File: config.mk
export PLATFORM = sky130hd
export DESIGN_NAME = pixie_dma_fetch_flat
export DESIGN_NICKNAME = d
export VERILOG_FILES = /design/src/rtl/pixie_dma_fetch_if.sv /design/src/rtl/pixie_dma_fetch.sv /design/src/flat_wrapper.sv
export SDC_FILE = /design/constraint.sdc
export NUM_CORES = 1
export LEC_CHECK = 0
export ABC_AREA = 1
export CAP_MARGIN = 20
export CORE_ASPECT_RATIO = 0.8
export CORE_MARGIN = 4
export CORE_UTILIZATION = 37
export DETAILED_ROUTE_END_ITERATION = 10
export GPL_ROUTABILITY_DRIVEN = 0
export PLACE_DENSITY_LB_ADDON = 0.12
export SYNTH_ARGS = -nofsm -noshare
export SYNTH_HDL_FRONTEND = slang
export SYNTH_SLANG_ARGS = --single-unit
File: constraint.sdc
create_clock -name clk -period 2.4 [get_ports clk]
set_input_delay 0.72 -clock clk [delete_from_list [all_inputs] [get_ports clk]]
set_output_delay 0.72 -clock clk [all_outputs]
set_load 0.02 [all_outputs]
File: src/rtl/pixie_dma_fetch_if.sv
// pixie_dma_fetch_if: CPU bus, line-buffer read and status signals of the Pixie DMA fetch stage.
// frame_sum exists only when PIXIE_DMA_CHECKSUM_EN is defined.
interface pixie_dma_fetch_if;
  logic clk_enable;
  logic [1:0] SC;
  logic [7:0] data_in;
  logic display_en;
  logic frame_start;
  logic line_start;
  logic DMAO;
  logic [2:0] rd_addr;
  logic [7:0] rd_data;
  logic line_ready;
  logic [7:0] line_cnt;
  logic [4:0] row_cnt;
  logic overrun;
  logic timeout_err;
`ifdef PIXIE_DMA_CHECKSUM_EN
  logic [15:0] frame_sum;
`endif
  modport master (
    output clk_enable, SC, data_in, display_en, frame_start, line_start, rd_addr,
    input DMAO, rd_data, line_ready, line_cnt, row_cnt, overrun, timeout_err
`ifdef PIXIE_DMA_CHECKSUM_EN
    , frame_sum
`endif
  );
  modport slave (
    input clk_enable, SC, data_in, display_en, frame_start, line_start, rd_addr,
    output DMAO, rd_data, line_ready, line_cnt, row_cnt, overrun, timeout_err
`ifdef PIXIE_DMA_CHECKSUM_EN
    , frame_sum
`endif
  );
endinterface

File: src/rtl/pixie_dma_fetch.sv
// pixie_dma_fetch: CDP1802 DMA-out line fetch into a ping-pong line buffer, with frame/line/row tracking.
// Define PIXIE_DMA_CHECKSUM_EN to add the per-frame byte checksum output frame_sum.
module pixie_dma_fetch #(
  parameter int BYTES_PER_LINE = 8,
  parameter int LINE_REPEAT = 4,
  parameter int ACTIVE_LINES = 128,
  parameter int TIMEOUT = 16
) (
  input logic clk,
  input logic reset_n,
  pixie_dma_fetch_if.slave bus
);
  localparam int IW = $clog2(BYTES_PER_LINE);
  localparam int TW = $clog2(TIMEOUT + 1);
  typedef enum logic [1:0] {IDLE, REQ, CAPTURE, DONE} state_t;
  state_t state, state_nx;
  logic [IW-1:0] idx;
  logic [TW-1:0] tcnt;
  logic wr_bank;
  logic [7:0] mem [2][BYTES_PER_LINE];
  logic busy, dma, go, keep, cap, fin, tmo, ovr, adv;
`ifdef PIXIE_DMA_CHECKSUM_EN
  logic [15:0] line_sum, acc;
`endif
  always_comb begin
    busy = state == REQ || state == CAPTURE;
    dma = bus.clk_enable && bus.SC == 2'b10;
    go = bus.line_start && bus.display_en;
    keep = busy && !bus.frame_start && bus.display_en;
    ovr = busy && go && !bus.frame_start;
    cap = keep && !go && dma;
    fin = cap && idx == IW'(BYTES_PER_LINE - 1);
    tmo = keep && !go && bus.clk_enable && !dma && tcnt == TW'(TIMEOUT - 1);
    adv = state == DONE || tmo;
    state_nx = go ? REQ : cap ? (fin ? DONE : CAPTURE) : (keep && !tmo) ? state : IDLE;
  end
  assign bus.DMAO = !(state == REQ || state == CAPTURE);
  assign bus.row_cnt = 5'(bus.line_cnt / 8'(LINE_REPEAT));
  always_ff @(posedge clk or negedge reset_n) begin
    if (!reset_n) begin
      state <= IDLE;
      idx <= '0;
      tcnt <= '0;
      wr_bank <= 1'b0;
      for (int b = 0; b < 2; b++)
        for (int i = 0; i < BYTES_PER_LINE; i++) mem[b][i] <= '0;
      bus.rd_data <= '0;
      bus.line_ready <= 1'b0;
      bus.line_cnt <= '0;
      bus.overrun <= 1'b0;
      bus.timeout_err <= 1'b0;
    end else begin
      state <= state_nx;
      if (go) begin
        idx <= '0;
        tcnt <= '0;
      end else if (cap) begin
        mem[wr_bank][idx] <= bus.data_in;
        idx <= idx + 1'b1;
        tcnt <= '0;
      end else if (busy && bus.clk_enable) tcnt <= tcnt + 1'b1;
      if (fin) wr_bank <= !wr_bank;
      bus.line_ready <= fin;
      bus.overrun <= bus.overrun | ovr;
      bus.timeout_err <= bus.timeout_err | tmo;
      bus.line_cnt <= bus.frame_start ? '0 : !adv ? bus.line_cnt :
                      bus.line_cnt == 8'(ACTIVE_LINES - 1) ? '0 : bus.line_cnt + 8'd1;
      bus.rd_data <= mem[!wr_bank][bus.rd_addr];
    end
  end
`ifdef PIXIE_DMA_CHECKSUM_EN
  // Bytes are summed per line and folded into the frame total only when the line completes.
  always_ff @(posedge clk or negedge reset_n) begin
    if (!reset_n) begin
      line_sum <= '0;
      acc <= '0;
      bus.frame_sum <= '0;
    end else begin
      line_sum <= go ? '0 : cap ? line_sum + 16'(bus.data_in) : line_sum;
      if (bus.frame_start) begin
        bus.frame_sum <= acc;
        acc <= '0;
      end else if (fin) acc <= acc + line_sum + 16'(bus.data_in);
    end
  end
`endif
endmodule

File: src/flat_wrapper.sv
// flat-port wrapper written by rule: the top's interface ports become plain ports
module pixie_dma_fetch_flat 
#(
  parameter int BYTES_PER_LINE = 8,
  parameter int LINE_REPEAT = 4,
  parameter int ACTIVE_LINES = 128,
  parameter int TIMEOUT = 16
)
  (clk, reset_n, bus_clk_enable, bus_SC, bus_data_in, bus_display_en, bus_frame_start, bus_line_start, bus_rd_addr, bus_DMAO, bus_rd_data, bus_line_ready, bus_line_cnt, bus_row_cnt, bus_overrun, bus_timeout_err);
  pixie_dma_fetch_if bus_i ();
  input logic clk;
  input logic reset_n;
  input wire logic [$bits(bus_i.clk_enable)-1:0] bus_clk_enable;
  input wire logic [$bits(bus_i.SC)-1:0] bus_SC;
  input wire logic [$bits(bus_i.data_in)-1:0] bus_data_in;
  input wire logic [$bits(bus_i.display_en)-1:0] bus_display_en;
  input wire logic [$bits(bus_i.frame_start)-1:0] bus_frame_start;
  input wire logic [$bits(bus_i.line_start)-1:0] bus_line_start;
  input wire logic [$bits(bus_i.rd_addr)-1:0] bus_rd_addr;
  output wire logic [$bits(bus_i.DMAO)-1:0] bus_DMAO;
  output wire logic [$bits(bus_i.rd_data)-1:0] bus_rd_data;
  output wire logic [$bits(bus_i.line_ready)-1:0] bus_line_ready;
  output wire logic [$bits(bus_i.line_cnt)-1:0] bus_line_cnt;
  output wire logic [$bits(bus_i.row_cnt)-1:0] bus_row_cnt;
  output wire logic [$bits(bus_i.overrun)-1:0] bus_overrun;
  output wire logic [$bits(bus_i.timeout_err)-1:0] bus_timeout_err;
  assign bus_i.clk_enable = bus_clk_enable;
  assign bus_i.SC = bus_SC;
  assign bus_i.data_in = bus_data_in;
  assign bus_i.display_en = bus_display_en;
  assign bus_i.frame_start = bus_frame_start;
  assign bus_i.line_start = bus_line_start;
  assign bus_i.rd_addr = bus_rd_addr;
  assign bus_DMAO = bus_i.DMAO;
  assign bus_rd_data = bus_i.rd_data;
  assign bus_line_ready = bus_i.line_ready;
  assign bus_line_cnt = bus_i.line_cnt;
  assign bus_row_cnt = bus_i.row_cnt;
  assign bus_overrun = bus_i.overrun;
  assign bus_timeout_err = bus_i.timeout_err;
  pixie_dma_fetch #(.BYTES_PER_LINE(BYTES_PER_LINE), .LINE_REPEAT(LINE_REPEAT), .ACTIVE_LINES(ACTIVE_LINES), .TIMEOUT(TIMEOUT)) u_core (.clk(clk), .reset_n(reset_n), .bus(bus_i));
endmodule
After elaboration in Yosys (flattened, before gate mapping)
Index checks and enable logic that the tools add are counted.
{"block": "op_classes", "addsub": 3, "magnitude_cmp": 6, "eq_ne": 8, "n_mux": 23, "bitwise_logic": 7, "reduce_logical": 28}
{"operator": "64-bit two-way mux", "count": 4}
{"operator": "128-bit bitwise mux", "count": 1}
{"operator": "64-bit demux with 1-bit select", "count": 1}
{"operator": "8-bit two-way mux", "count": 6}
{"operator": "8-bit binary-select mux with 3-bit select", "count": 1}
{"operator": "8-bit demux with 3-bit select", "count": 1}
{"operator": "1-bit logical AND", "count": 16}
{"operator": "5-bit two-way mux", "count": 3}
{"operator": "8-bit by 1-bit adder with 8-bit output, second input constant", "count": 1}
{"operator": "8-bit by 7-bit == test with 1-bit output, second input constant", "count": 1}
{"operator": "4-bit >= comparator, second input constant", "count": 2}
{"operator": "3-bit inverter with 4-bit output", "count": 2}
{"operator": "2-bit == test, second input constant", "count": 3}
{"operator": "1-bit zero test", "count": 6}
{"operator": "2-bit two-way mux", "count": 3}
{"operator": "3-bit two-way mux", "count": 2}
{"operator": "5-bit by 1-bit adder with 5-bit output, second input constant", "count": 1}
{"operator": "5-bit by 4-bit == test with 1-bit output, second input constant", "count": 1}
{"operator": "2-bit >= comparator, second input constant", "count": 2}
{"operator": "4-bit by 1-bit < comparator with 1-bit output, second input constant", "count": 1}
{"operator": "1-bit inverter with 2-bit output", "count": 2}
{"operator": "2-bit nonzero test", "count": 2}
{"operator": "3-bit by 1-bit adder with 3-bit output, second input constant", "count": 1}
{"operator": "3-bit == test, second input constant", "count": 1}
{"operator": "9 further kinds", "count": 11}
{"block": "totals", "reg_bits": 158, "inputBits": 19, "output_inout_bits": 25, "elab_cells": 100}

Longest topological paths before layout
Gate-level depths: netlist of run 1.
{"block": "depth", "depth_word": 13, "mapped_depth": 11, "ltp_nobuf": 10}

Worst setup path after synthesis of run 1
Ideal clock, no wire load.
{"block": "synth_path", "path_kind": "in2reg", "startpoint": "in bus_line_start", "endpoint": "reg u_core.mem[93] (netlist name)", "setup_ps": 121, "arrival_ps": 1651, "t_required_ps": 2279, "slack_ps": 628, "path_stages": 7, "n_path_buf": 1, "path_cell_list": "nand2_1 -> nand4_1 -> nor2_8 -> nand3_4 -> buf_6 -> nand2_1 -> o21ai_1"}
{"block": "synth_via", "elab_chain_cells": 5, "elab_cells_between_ends": 6, "classes_between": "bitwise: 1; reduce/logical: 5"}
{"item": "from (decl)", "line_no": "flat_wrapper.sv:18", "source": "input wire logic [$bits(bus_i.line_start)-1:0] bus_line_start;"}
{"item": "1-bit logical AND *", "line_no": "pixie_dma_fetch.sv:28", "source": "go = bus.line_start && bus.display_en;"}
{"item": "1-bit zero test", "line_no": "pixie_dma_fetch.sv:31", "source": "cap = keep && !go && dma;"}
{"item": "1-bit logical AND (2 in a row)", "line_no": "pixie_dma_fetch.sv:31"}
{"item": "2-bit AND reduction (no source line) *"}
{"item": "to (signal, indexed assignment)", "line_no": "pixie_dma_fetch.sv:58", "source": "mem[wr_bank][idx] <= bus.data_in;"}
{"item": "to (decl)", "line_no": "pixie_dma_fetch.sv:20", "source": "logic [7:0] mem [2][BYTES_PER_LINE];"}
Every way passes the cells marked *; elsewhere a longest branch is shown, timed or not.
A chain may end at the register's enable or synchronous reset.

Worst setup path in the final report of run 1
{"block": "layout_path", "startpoint": "reg u_core.bus.line_cnt[5]", "endpoint": "out bus_line_cnt[5]"}
{"item": "from (decl)", "line_no": "pixie_dma_fetch_if.sv:30", "source": "output DMAO, rd_data, line_ready, line_cnt, row_cnt, overrun, timeout_err"}
{"item": "from (signal assigned)", "line_no": "pixie_dma_fetch.sv:66", "source": "bus.line_cnt <= bus.frame_start ? '0 : !adv ? bus.line_cnt :"}
{"item": "to (decl)", "line_no": "flat_wrapper.sv:23", "source": "output wire logic [$bits(bus_i.line_cnt)-1:0] bus_line_cnt;"}
No word-level cell between the ends.

==> results.json, run 1 <==
{
  "combPwrFrac_pct": 6.6,
  "fp.dieArea_sq_mm": 0.0236,
  "wirelength_um": 23300,
  "p_leak_nw": 4.97,
  "path_max_fanout": 9,
  "internal_power_w": 0.00450,
  "hold_class": "primary input to asynchronous set/reset pin",
  "cp_max_delay_cell": "clkdlybuf4s50_1",
  "floorplan.initialDensity_pct": 37.8,
  "fp.dieH_um": 138,
  "top_layer": "met4",
  "final-hold-violation-count": 0,
  "layout.nets": 1091,
  "drv_cap": 0,
  "syn_avg_cell_area_sq_um": 7.81,
  "mappedNetlistArea_sq_mm": 0.00785,
  "most-common-layout-cells": "nand2_1 (448), dfrtp_1 (157), nor2_1 (85)",
  "drt_iter0_markers": 574,
  "post-cts-setup-buffers": 0,
  "grt.total_usage_pct": 20.3,
  "synthToLayoutAreaGrowth_pct": 20.4,
  "max_clock_freq_ghz": 0.434,
  "status": "finished clean",
  "grt_pass1_wl_um": 37200,
  "cts_h_tree_lvls": 4,
  "grt_pass1_vias": 6384,
  "clock_tree_from_tritoncts": "done",
  "critical_path_arrival_ns": 1.58,
  "post-dp-hpwl_um": 15900,
  "vdd_drop_max_mv": 0.406,
  "synth-edff-count": 0,
  "synthesis.nets": 1030,
  "layout-drive-gt1-share_pct": 9.64,
  "die_w_um": 171,
  "yosysSeqAreaShare_pct": 50.4,
  "stdcell_count": 1348,
  "initial_antenna_violation_count": 0,
  "worst_ep_required_time_ns": 1.68,
  "total_switching_power_w": 0.00144,
  "grt_start_max_net_pins": 54,
  "cp-start-kind": "register",
  "number_of_buffers_inserted_during_clock_tree_synthesis": 17,
  "post_synth_inst_count": 1005,
  "holdWs_ns": 0.231,
  "drc": 0,
  "synthFlopType": "dfrtp_1",
  "power_frac_clock_pct": 47.6,
  "buffer_and_inverter_count_on_the_worst_path": 1,
  "layout_worst_path_cycle_share_pct": 96.0,
  "grt_remaining_overflow": 0,
  "clk-insertion-delay-late_ns": 0.43,
  "design.core.area_sq_mm": 0.0208,
  "cts.hold.buffers_added": 0,
  "slew_violations": 0,
  "top_delay_family_on_crit_path": "buffers and inverters",
  "clock_skew_ns": 0.00814,
  "postLayoutCoreUtil_pct": 45.5,
  "io_pins": 44,
  "numClockSinks": 158,
  "port-buffer-count": 43,
  "yosys_register_bits": 158,
  "criticalPathCategory": "register to output pin",
  "slew_headroom_pct": 65.4,
  "most_common_library_cell_in_the_layout_ignoring_fill_and_taps": "nand2_1",
  "ys_async_sr_fraction_pct": 100,
  "rsz_0062_raised_after_global_routing": "no",
  "dr_wl_cell_um": 17.2,
  "root_buffer": "clkbuf_16",
  "ctsResizeCount": 1,
  "row_count": 47,
  "avgViaCountPerCell": 4.96,
  "first_drt_pass_iteration_count": 5,
  "setup.worst_path.end_class": "output pin",
  "sw_frac_of_total_pct": 24.3,
  "detailroute.wirelength.met3_um": 1190,
  "setup_viol": 0,
  "antenna_left": 0,
  "cp_cell_sequence": "clkdlybuf4s50_1",
  "place_inst": 1316,
  "vias": 6691,
  "clkTransAtPathRegs_ns": 0.07,
  "cts.path.max_buffers": 2,
  "m1WireLength_um": 11600,
  "antenna_cells_inserted": 0,
  "power.density_mw_per_mm2": 629,
  "wl_met2_um": 10100,
  "final_period_minus_worst_setup_slack_ns": 2.30,
  "worstMarginPinSlew_ns": 0.519,
  "yosysWarningCount": 0,
  "timing.critical_path.slowest_cell_delay_ns": 0.66,
  "p_seq_share_pct": 45.8,
  "synth_cell_type_count": 30
}
power groups by stage:
stage               registers (W)  clock network (W)  logic, W
floorplan                 0.00278                  0  0.000136
global placement          0.00277                  0  0.000401
detailed placement        0.00277                  0  0.000400
CTS                       0.00272            0.00288  0.000400
global route              0.00272            0.00300  0.000434
finish                    0.00272            0.00283  0.000395
cells in the mapped netlist, types with 4 or more instances:
| library cell | n | area (sq um) |
|---|---|---|
| nor2_4 | 4 | 45.0 |
| o21ai_1 | 24 | 120 |
| ha_1 | 6 | 75.1 |
| dfrtp_1 | 158 | 3950 |
| o21ai_0 | 40 | 200 |
| nand2_1 | 448 | 1680 |
| buf_2 | 10 | 50.1 |
| nand3_1 | 74 | 370 |
| o211ai_1 | 19 | 143 |
| xor2_1 | 5 | 43.8 |
| nand4_1 | 9 | 56.3 |
| a21oi_1 | 4 | 20.0 |
| nor2_1 | 85 | 319 |
| nor3_4 | 13 | 211 |
| clkbuf_1 | 21 | 78.8 |
| inv_1 | 54 | 203 |
| buf_4 | 7 | 52.6 |
area by class of cell:
type,count,area (sq um)
sequential,158,3960
multi-input combinational,744,3430
clock buffer,19,443
timing repair buffer,87,898
tap,269,337
fill,2073,11300
inverter,58,218
clock inverter,13,165
cells by family (layout without fill, tap and decap cells):
group	Yosys count	after routing	synth area share, %
and+or+nand+nor	643	643	35.8
adders and majority gates	6	6	0.956
DFF	158	158	50.4
AOI/OAI and AO/OA	89	89	6.34
xor gates and xnor gates	6	6	0.669
buffers and inverters	103	177	5.91
state kept, by name, summed over array words and instances, names as in the netlist:
signal,count
u_core.mem,128
u_core.bus.line_cnt,8
u_core.bus.rd_data,8
u_core.tcnt,5
u_core.idx,3
u_core.state,2
u_core.bus.line_ready,1
u_core.bus.overrun,1
u_core.bus.timeout_err,1
u_core.wr_bank,1
per-layer routing:
metal,GRT usage [%],up-vias
li1,-,3306
met1,31.8,3188
met2,28.5,172
met3,3.80,25
met4,6.00,0
met5,0,-
per-stage QoR:
| stage | area, sq um | setup slack, ns | power [W] | TNS, ns |
|---|---|---|---|---|
| 2_1_floorplan | 7850 | 0.628 | 0.00292 | 0 |
| 3_3_place_gp | 8840 | -0.0275 | 0.00317 | -0.383 |
| 3_5_place_dp | 8840 | -0.0307 | 0.00317 | -0.344 |
| 4_1_cts | 9450 | 0.0663 | 0.00600 | 0 |
| 5_1_grt | 9450 | 0.0149 | 0.00616 | 0 |
| 6_report | 9450 | 0.0962 | 0.00594 | 0 |
worst register-to-register path, stage by stage, from the launching register on:
cell and delay, ns:
dfrtp_1 0.39, ha_1 0.30, buf_4 0.15, nand3_2 0.10, nor2_4 0.15, nand2_8 0.09
nor2_4 0.27, nand2_1 0.30, nand2_1 0.14, nand2_1 0.06
final timing paths:
kind                       cells after the start                endpoint                    from  slack (ns)
max                                            1         bus_line_cnt[5]  u_core.bus.line_cnt[5]         0.1
min                                            1         u_core.mem[106]                 reset_n        0.23
max reg2reg                                    9          u_core.mem[81]         u_core.state[0]        0.34
min reg2reg                                    2  u_core.bus.timeout_err  u_core.bus.timeout_err        0.46
max in group asynchronous                      2          u_core.mem[66]                 reset_n        1.54
min in group clk                               2  u_core.bus.timeout_err  u_core.bus.timeout_err        0.46
Note: power is estimated with default switching activity, not from simulation.
==> run 2, diff against run 1 <==
Settings changed: CTS_CLUSTER_DIAMETER set to 40.
==> results of run 2 <==
Same layout as run 1: the final DEF is identical, and so are final timing and power.
==> run 3, diff against run 2 <==
Settings changed: SLEW_MARGIN set to 20.
==> results of run 3 <==
Same layout as run 1: the final DEF is identical, and so are final timing and power.
